### config.mk
export PLATFORM = sky130hd
export DESIGN_NAME = gray_counter_param
export DESIGN_NICKNAME = d
export VERILOG_FILES = /design/src/rtl/gray_pkg.sv /design/src/rtl/gray_counter_param_conv.sv /design/src/rtl/gray_counter_param.sv
export SDC_FILE = /design/constraint.sdc
export NUM_CORES = 1
export LEC_CHECK = 0
export ABC_CLOCK_PERIOD_IN_PS = 2100
export CAP_MARGIN = 20
export CORE_ASPECT_RATIO = 0.9
export CORE_MARGIN = 4
export CORE_UTILIZATION = 44
export DETAILED_ROUTE_END_ITERATION = 10
export GPL_ROUTABILITY_DRIVEN = 1
export GPL_TIMING_DRIVEN = 0
export PLACE_DENSITY = 0.87
export SKIP_CTS_REPAIR_TIMING = 1
export SLEW_MARGIN = 20
export SYNTH_ARGS = -nofsm -noshare
export SYNTH_HDL_FRONTEND = slang
export SYNTH_SLANG_ARGS = --single-unit
### constraint.sdc
create_clock -name clk -period 2.1 [get_ports clk]
set_input_delay 0.315 -clock clk [delete_from_list [all_inputs] [get_ports clk]]
set_output_delay 0.315 -clock clk [all_outputs]
set_load 0.005 [all_outputs]
### src/rtl/gray_pkg.sv
// Shared constants and Gray/binary helpers for the Gray counter family.
// Helpers work on GRAY_MAX_WIDTH-bit vectors; 'width' selects the live low bits.
package gray_pkg;

    localparam int GRAY_WIDTH_DEFAULT = 5;
    localparam int GRAY_MAX_WIDTH     = 16;
    localparam logic DIR_UP           = 1'b1;
    localparam logic DIR_DOWN         = 1'b0;

    function automatic logic [GRAY_MAX_WIDTH-1:0] bin2gray(
        input logic [GRAY_MAX_WIDTH-1:0] bin,
        input int                        width
    );
        logic [GRAY_MAX_WIDTH-1:0] mask;
        mask = {GRAY_MAX_WIDTH{1'b1}} >> (GRAY_MAX_WIDTH - width);
        return (bin ^ (bin >> 1)) & mask;
    endfunction

    function automatic logic [GRAY_MAX_WIDTH-1:0] gray2bin(
        input logic [GRAY_MAX_WIDTH-1:0] gray,
        input int                        width
    );
        logic [GRAY_MAX_WIDTH-1:0] bin;
        logic                      acc;
        acc = 1'b0;
        bin = {GRAY_MAX_WIDTH{1'b0}};
        for (int i = GRAY_MAX_WIDTH - 1; i >= 0; i--) begin
            if (i < width) begin
                acc    = acc ^ gray[i];
                bin[i] = acc;
            end else begin
                bin[i] = 1'b0;
            end
        end
        return bin;
    endfunction

    // True when exactly one bit of the difference vector is set.
    function automatic logic is_one_hot(input logic [GRAY_MAX_WIDTH-1:0] diff);
        return (diff != {GRAY_MAX_WIDTH{1'b0}}) &&
               ((diff & (diff - {{(GRAY_MAX_WIDTH-1){1'b0}}, 1'b1})) == {GRAY_MAX_WIDTH{1'b0}});
    endfunction

endpackage

### src/rtl/gray_counter_param_conv.sv
// Combinational Gray-to-binary converter (prefix XOR from the MSB) for load values.
module gray2bin_conv #(
    parameter int WIDTH = 5
) (
    input  logic [WIDTH-1:0] gray,
    output logic [WIDTH-1:0] bin
);

    logic acc_s;

    // Running XOR from the MSB down gives each binary bit.
    always_comb begin
        acc_s = 1'b0;
        bin   = {WIDTH{1'b0}};
        for (int i = WIDTH - 1; i >= 0; i--) begin
            acc_s  = acc_s ^ gray[i];
            bin[i] = acc_s;
        end
    end

endmodule

### src/rtl/gray_counter_param.sv
// Up/down Gray counter with load, wrap or saturate, registered binary and Gray outputs.
// Optional macro GRAY_CHECK_EN adds a sticky gray_error output.
module gray_counter_param
    import gray_pkg::*;
#(
    parameter int WIDTH    = GRAY_WIDTH_DEFAULT,
    parameter bit SATURATE = 1'b0
) (
    input  logic             clk,
    input  logic             reset,
    input  logic             enable,
    input  logic             up_down,
    input  logic             load,
    input  logic [WIDTH-1:0] load_gray,
    output logic [WIDTH-1:0] salida_gray,
    output logic [WIDTH-1:0] salida_bin,
    output logic             wrap
`ifdef GRAY_CHECK_EN
    ,
    output logic             gray_error
`endif
);

    localparam logic [WIDTH-1:0] MAX_VAL  = {WIDTH{1'b1}};
    localparam logic [WIDTH-1:0] ZERO_VAL = {WIDTH{1'b0}};
    localparam logic [WIDTH-1:0] ONE_VAL  = {{(WIDTH-1){1'b0}}, 1'b1};

    logic [WIDTH-1:0] bin_r;
    logic [WIDTH-1:0] gray_r;
    logic             wrap_r;
    logic [WIDTH-1:0] load_bin_s;
    logic [WIDTH-1:0] next_bin_s;
    logic [WIDTH-1:0] next_gray_s;
    logic             next_wrap_s;
    logic             step_s;

    gray2bin_conv #(.WIDTH(WIDTH)) u_load_conv (
        .gray (load_gray),
        .bin  (load_bin_s)
    );

    // Next count and wrap flag; load beats enable, saturation holds at the ends.
    always_comb begin
        next_bin_s  = bin_r;
        next_wrap_s = 1'b0;
        step_s      = 1'b0;
        if (load) begin
            next_bin_s = load_bin_s;
        end else if (enable) begin
            step_s = 1'b1;
            if (up_down == DIR_UP) begin
                if (bin_r == MAX_VAL) begin
                    next_wrap_s = 1'b1;
                    if (SATURATE) begin
                        next_bin_s = bin_r;
                    end else begin
                        next_bin_s = ZERO_VAL;
                    end
                end else begin
                    next_bin_s  = bin_r + ONE_VAL;
                    next_wrap_s = SATURATE && (next_bin_s == MAX_VAL);
                end
            end else begin
                if (bin_r == ZERO_VAL) begin
                    next_wrap_s = 1'b1;
                    if (SATURATE) begin
                        next_bin_s = bin_r;
                    end else begin
                        next_bin_s = MAX_VAL;
                    end
                end else begin
                    next_bin_s  = bin_r - ONE_VAL;
                    next_wrap_s = SATURATE && (next_bin_s == ZERO_VAL);
                end
            end
        end else begin
            next_bin_s = bin_r;
        end
        next_gray_s = WIDTH'(bin2gray(GRAY_MAX_WIDTH'(next_bin_s), WIDTH));
    end

    // Count, Gray image and wrap pulse registers.
    always_ff @(posedge clk or posedge reset) begin
        if (reset) begin
            bin_r  <= ZERO_VAL;
            gray_r <= ZERO_VAL;
            wrap_r <= 1'b0;
        end else begin
            bin_r  <= next_bin_s;
            gray_r <= next_gray_s;
            wrap_r <= next_wrap_s;
        end
    end

    assign salida_bin  = bin_r;
    assign salida_gray = gray_r;
    assign wrap        = wrap_r;

`ifdef GRAY_CHECK_EN
    logic gray_error_r;

    // Sticky flag: a real count step (not a saturated hold) must flip exactly one Gray bit.
    always_ff @(posedge clk or posedge reset) begin
        if (reset) begin
            gray_error_r <= 1'b0;
        end else if (step_s && (next_gray_s != gray_r) &&
                     !is_one_hot(GRAY_MAX_WIDTH'(next_gray_s ^ gray_r))) begin
            gray_error_r <= 1'b1;
        end else begin
            gray_error_r <= gray_error_r;
        end
    end

    assign gray_error = gray_error_r;
`endif

endmodule

==> results of run 1 <==
-- state kept, by name, summed over array words and instances (netlist names) --
signal / count
salida_bin: 5
salida_gray: 4
wrap: 1
-- synthesized netlist by cell type --
library cell                number  share of area
sky130_fd_sc_hd__a211o_1         1          0.014
sky130_fd_sc_hd__o2bb2ai_1       1          0.014
sky130_fd_sc_hd__clkbuf_1        1         0.0058
sky130_fd_sc_hd__a21oi_1         5          0.039
sky130_fd_sc_hd__xnor3_1         1          0.035
sky130_fd_sc_hd__nor4b_2         1          0.023
sky130_fd_sc_hd__ha_1            3          0.058
sky130_fd_sc_hd__nor2b_1         1         0.0097
sky130_fd_sc_hd__nor3_1          2          0.015
sky130_fd_sc_hd__a22o_1          3          0.041
sky130_fd_sc_hd__buf_4           1          0.012
sky130_fd_sc_hd__dfrtp_1        10           0.39
sky130_fd_sc_hd__nor3b_1         1          0.012
sky130_fd_sc_hd__xor2_1          5          0.068
sky130_fd_sc_hd__xnor2_1         4          0.054
sky130_fd_sc_hd__nand3_1         1         0.0077
sky130_fd_sc_hd__a22oi_2         1          0.019
sky130_fd_sc_hd__nand2_1         3          0.017
sky130_fd_sc_hd__nor2_1          3          0.017
sky130_fd_sc_hd__a211oi_1        1          0.012
sky130_fd_sc_hd__a22oi_1         1          0.012
sky130_fd_sc_hd__a21o_1          2          0.023
sky130_fd_sc_hd__mux2_2          1          0.017
sky130_fd_sc_hd__and3_2          1          0.012
sky130_fd_sc_hd__o21ai_0         3          0.023
sky130_fd_sc_hd__o221ai_1        1          0.014
sky130_fd_sc_hd__inv_1           7          0.041
-- metrics by stage --
step / instance area [sq um] / util / TNS (ns) / instances / hold WS [ns]
floorplan: 647 / - / 0 / 65 / 0.155
global placement: 865 / 0.662 / 0 / 99 / 0.615
detailed placement: 865 / 0.662 / 0 / 99 / 0.616
CTS: 887 / 0.679 / -0.0181 / 102 / 0.334
global route: 918 / 0.703 / -0.0418 / 104 / 0.346
finish: 918 / 0.703 / 0 / 104 / 0.323
-- per-layer routing --
layer	GRT usage	vias up	part of all wire
li1	-	280	-
met1	0.190	280	0.41
met2	0.266	17	0.52
met3	0.0741	0	0.070
met4	0.0331	0	0
met5	0	-	0
-- cell type report --
class	count	area [sq um]	share of cell area
multi-input combinational	46	373	0.406
sequential	10	253	0.275
buffer	2	11.3	0.0123
tap	14	17.5	0.0191
inverter	7	26.3	0.0286
clock buffer	3	22.5	0.0245
timing repair buffer	22	215	0.234
-- report_power, final --
part / switching [mW] / internal, mW / total (mW) / leakage [nW]
combinational: 0.120 / 0.185 / 0.305 / 0.274
clock: 0.0633 / 0.0662 / 0.130 / 0.0138
sequential: 0.0425 / 0.237 / 0.280 / 0.116
total: 0.226 / 0.489 / 0.715 / 0.404
-- worst max-delay path, cell delays in order (launching register included) --
cell                       delay (ns)
sky130_fd_sc_hd__dfrtp_2         0.44
sky130_fd_sc_hd__ha_2            0.21
sky130_fd_sc_hd__and3_2          0.21
sky130_fd_sc_hd__ha_2            0.18
sky130_fd_sc_hd__nor2b_1         0.12
sky130_fd_sc_hd__a22o_1          0.13
sky130_fd_sc_hd__o221ai_1        0.14
sky130_fd_sc_hd__a22o_1          0.31
sky130_fd_sc_hd__xor2_1          0.18
-- cell families (layout without fill, tap and decap cells) --
family,after synthesis,count (layout)
xor gates and xnor gates,10,10
adders and majority gates,3,3
buffers and inverters,9,34
and+or+nand+nor,13,13
DFF,10,10
AOI/OAI and AO/OA,19,19
muxes,1,1
-- worst paths after layout --
check | start | to | cells past startpoint
worst max-delay path | salida_bin[0]$_DFF_PP0_ | salida_gray[1]$_DFF_PP0_ | 8
worst min-delay path | reset | salida_gray[3]$_DFF_PP0_ | 2
worst max register to register | salida_bin[0]$_DFF_PP0_ | salida_gray[1]$_DFF_PP0_ | 8
worst min register to register | salida_bin[4]$_DFF_PP0_ | wrap$_DFF_PP0_ | 3
max in group asynchronous | reset | salida_bin[1]$_DFF_PP0_ | 2
min in group clk | salida_bin[4]$_DFF_PP0_ | wrap$_DFF_PP0_ | 3
==> flow_summary.toml, run 1 <==
[placement]
preCtsSetupSlack_ns = 0.00435
placement.io_buffers = 20
dp_hpwl_um = 1140
global_placement_routability_congestion = 0.770

[global_route]
number_of_antenna_violations_at_the_first_check_in_global_routing = 0
grt_first_pass_wirelength_um = 2640
grt_max_degree = 11
first_global_vias = 585
grt.overflow.total = 0
grt_util_all_layers = 0.160

[yosys]
post_synth_and_or_nand_nor_area_fraction = 0.114
yosys.area_share.adder = 0.0580
ys_seq_area_frac = 0.387
synth_top_family_by_area = "compound AO/OA/AOI/OAI gates"
synth_instances = 65
synth_nets = 78
synth_xor_xnor_area_share = 0.157
synth_compound_gate_area_share = 0.209
synth_cell_type_count = 27
synthesis.yosys.warnings = 0
post_synth_mux_area_share = 0.0174
avgSynthCellArea_sq_um = 9.95
mappedNetlistArea_sq_um = 647
synth_register_bits = 10

[sta]
fmax_mhz = 488
post-route-period-util = 0.976
final-setup-viol-count = 0
finalMaxSlewViolations = 0
final_period_minus_worst_setup_slack_ns = 2.05
max_slew.worst_pin.slew_ns = 0.485
worst_slew_margin_rel = 0.677
worst_slack_ns = 0.0500
final.setup_skew_ns = 0.00748
hold_viol = 0

[detailed_routing]
routed_via_density = 5.55
drt.antenna.violating_nets = 0
vias = 577
detail_route.iter0.violations = 7
drc = 0
wl_per_cell_um = 15.1
route.final.wire_length_um = 1570
drt-pass1-iter-count = 2

[critical_path]
critical_path.max_fanout = 6
critical_path_required_time_ns = 2.24
critPathKind = "flop to flop"
setup.worst_path.end_class = "flop"
cp-start-kind = "flop"
worst_ep_arrival_time_ns = 2.19
reg2reg_slack_ns = 0.05

[power_and_ir_drop]
power.leakage_nw = 0.404
total_power_per_unit_cell_area_nw_per_um2 = 778
maximum_vdd_ir_drop_mv = 0.486
p_total_mw = 0.715

[cts]
clockRootBuffer = "sky130_fd_sc_hd__clkbuf_4"
clkSinkCount = 10
worstSkewPairLatency_ns = 0.27
cts.clk_slew.worst_paths_ns = 0.06
cts_buffer_depth = 2
cts_tree = "yes"
htreeDepth = 1
number_of_clock_buffers_inserted_by_tritoncts = 3

[floorplan]
row_count = 12
io_pins = 21
start_util = 0.495
die-height_um = 44.4
core_region_area_sq_um = 1310
die_area_sq_um = 2150
die_w_um = 48.4

[finish]
final_common_cell = "sky130_fd_sc_hd__clkdlybuf4s50_1"
areaGrowthSynthToFinish_pct = 42.0
ant_diodes = 0
fill_cell_instance_count_of_the_final_layout = 96
layout-drive-gt1-share = 0.167
nNetsFinal = 105
commonest_non_fill_non_tap_cells_in_the_layout = "sky130_fd_sc_hd__clkdlybuf4s50_1 (20), sky130_fd_sc_hd__dfrtp_1 (8), sky130_fd_sc_hd__inv_1 (7)"

[min_path]
min_path_type = "input port to async pin"

[outcome]
run_status = "completed"

[run]
timing.max_cap.violations = 0
No activity file was read; power rests on OpenSTA's default activity.
==> run 2, diff against run 1 <==
PLACE_DENSITY = 0.77   (was 0.87)
==> run 2 against run 1 <==
Against the previous run: via count down 2.4%; final cell count down 0.96%; global-route usage down 1.9 points; register-to-register slack better by 0.04 ns; flip-flop and latch count unchanged; utilization down 0.57 points; routed wire length down 8.1%; fmax up 2.1%; critical path type unchanged; critical endpoint unchanged; largest power group unchanged; highest routed layer is now met4.
==> flow_summary.toml, run 2 (synthesized netlist as in run 1, its figures left out) <==
[detailed_routing]
wl_per_cell_um = 14.0
detail_route.iter0.violations = 19
route.final.wire_length_um = 1440
routed_via_density = 5.47
drc = 0
drt.antenna.violating_nets = 0
vias = 563
drt-pass1-iter-count = 4

[finish]
final_common_cell = "sky130_fd_sc_hd__clkdlybuf4s50_1"
areaGrowthSynthToFinish_pct = 40.8
layout-drive-gt1-share = 0.157
regArea_sq_um = 253
ant_diodes = 0
fill_cell_instance_count_of_the_final_layout = 109
nNetsFinal = 104
commonest_non_fill_non_tap_cells_in_the_layout = "sky130_fd_sc_hd__clkdlybuf4s50_1 (20), sky130_fd_sc_hd__dfrtp_1 (8), sky130_fd_sc_hd__inv_1 (7)"
largest_register_ffs = 5
multiInputGateArea_sq_um = 373

[cts]
cts_tree = "yes"
worstSkewPairLatency_ns = 0.27
cts_buffer_depth = 2
htreeDepth = 1
clockRootBuffer = "sky130_fd_sc_hd__clkbuf_4"
cts.clk_slew.worst_paths_ns = 0.06
clkSinkCount = 10
number_of_clock_buffers_inserted_by_tritoncts = 3

[global_route]
number_of_antenna_violations_at_the_first_check_in_global_routing = 0
grt_max_degree = 11
first_global_vias = 533
grt_util_met3 = 0.0606
grt.overflow.total = 0
grt_util_met2 = 0.219
grt_util_all_layers = 0.141
gr-usage-met1 = 0.180
grt_first_pass_wirelength_um = 2350
busiest_layer = "met2"

[floorplan]
die_w_um = 48.4
die-height_um = 44.4
core_region_area_sq_um = 1310
io_pins = 21
die_area_sq_um = 2150
row_count = 12
start_util = 0.495

[sta]
final.setup_skew_ns = 0.00400
rsz0062_at_grt = "no"
finalSetupTns_ns = 0
hold_viol = 0
worst_slew_margin_rel = 0.712
final_period_minus_worst_setup_slack_ns = 2.01
final-setup-viol-count = 0
fmax_mhz = 498
max_slew.worst_pin.slew_ns = 0.432
post-route-period-util = 0.956
finalMaxSlewViolations = 0

[critical_path]
critPathKind = "flop to flop"
critical_path.max_fanout = 5
cp-start-kind = "flop"
worst_ep_arrival_time_ns = 2.16
setup.worst_path.end_class = "flop"
critical_path_required_time_ns = 2.25

[power_and_ir_drop]
p_total_mw = 0.707
power.leakage_nw = 0.400
maximum_vdd_ir_drop_mv = 0.489
total_power_per_unit_cell_area_nw_per_um2 = 776

[placement]
placement.io_buffers = 20
global_placement_routability_congestion = 0.759
dp_hpwl_um = 1080

[outcome]
run_status = "completed"

[min_path]
min_path_type = "input port to async pin"

[run]
timing.max_cap.violations = 0
[run 2: report_power, final]
group	total (mW)	internal, mW	switching [mW]
registers	0.276	0.237	0.0392
logic	0.299	0.185	0.114
clock network	0.131	0.0662	0.0651
total	0.707	0.488	0.219
[run 2: layer usage]
layer  part of all wire  vias to the layer above  wire length, um
met5                  0                        -                0
met4             0.0069                        0               10
met3              0.064                        2               93
met2               0.46                       19              663
met1               0.47                      266              677
li1                   -                      276                -
[run 2: critical path, cell delays in order, from the launching register on]
cell	delay, ns
sky130_fd_sc_hd__dfrtp_2	0.44
sky130_fd_sc_hd__ha_2	0.21
sky130_fd_sc_hd__and3_2	0.21
sky130_fd_sc_hd__ha_2	0.19
sky130_fd_sc_hd__nor2b_1	0.12
sky130_fd_sc_hd__a22o_1	0.13
sky130_fd_sc_hd__o221ai_1	0.12
sky130_fd_sc_hd__a22o_1	0.30
sky130_fd_sc_hd__xor2_1	0.17
[run 2: cell type report]
type	count	area share
timing repair buffer	21	0.228
multi-input combinational	46	0.409
clock buffer	3	0.0247
sequential	10	0.277
buffer	2	0.0124
inverter	7	0.0288
tap	14	0.0192
[run 2: through the flow]
step	instances	instance area, sq um	hold slack, ns	utilization	setup slack, ns
floorplan	65	647	0.155	-	0.174
global placement	99	865	0.617	0.662	0.0111
detailed placement	99	865	0.624	0.662	-0.00337
CTS	102	887	0.339	0.679	-0.0181
global route	103	911	0.370	0.697	0.000941
finish	103	911	0.324	0.697	0.0932
[run 2: worst paths after layout]
path / slack, ns / start / cells past startpoint / end
min in group clk: 0.74 / salida_bin[4]$_DFF_PP0_ / 3 / wrap$_DFF_PP0_
setup / recovery: 0.09 / salida_bin[0]$_DFF_PP0_ / 8 / salida_gray[1]$_DFF_PP0_
max in group asynchronous: 1.48 / reset / 2 / salida_bin[1]$_DFF_PP0_
hold / removal: 0.32 / reset / 2 / salida_gray[1]$_DFF_PP0_
setup reg to reg: 0.09 / salida_bin[0]$_DFF_PP0_ / 8 / salida_gray[1]$_DFF_PP0_
hold reg to reg: 0.74 / salida_bin[4]$_DFF_PP0_ / 3 / wrap$_DFF_PP0_
==> run 3, diff against run 2 <==
TNS_END_PERCENT = 20   (was default)
==> results of run 3 <==
No change in the layout: final DEF, timing and power equal those of run 2.
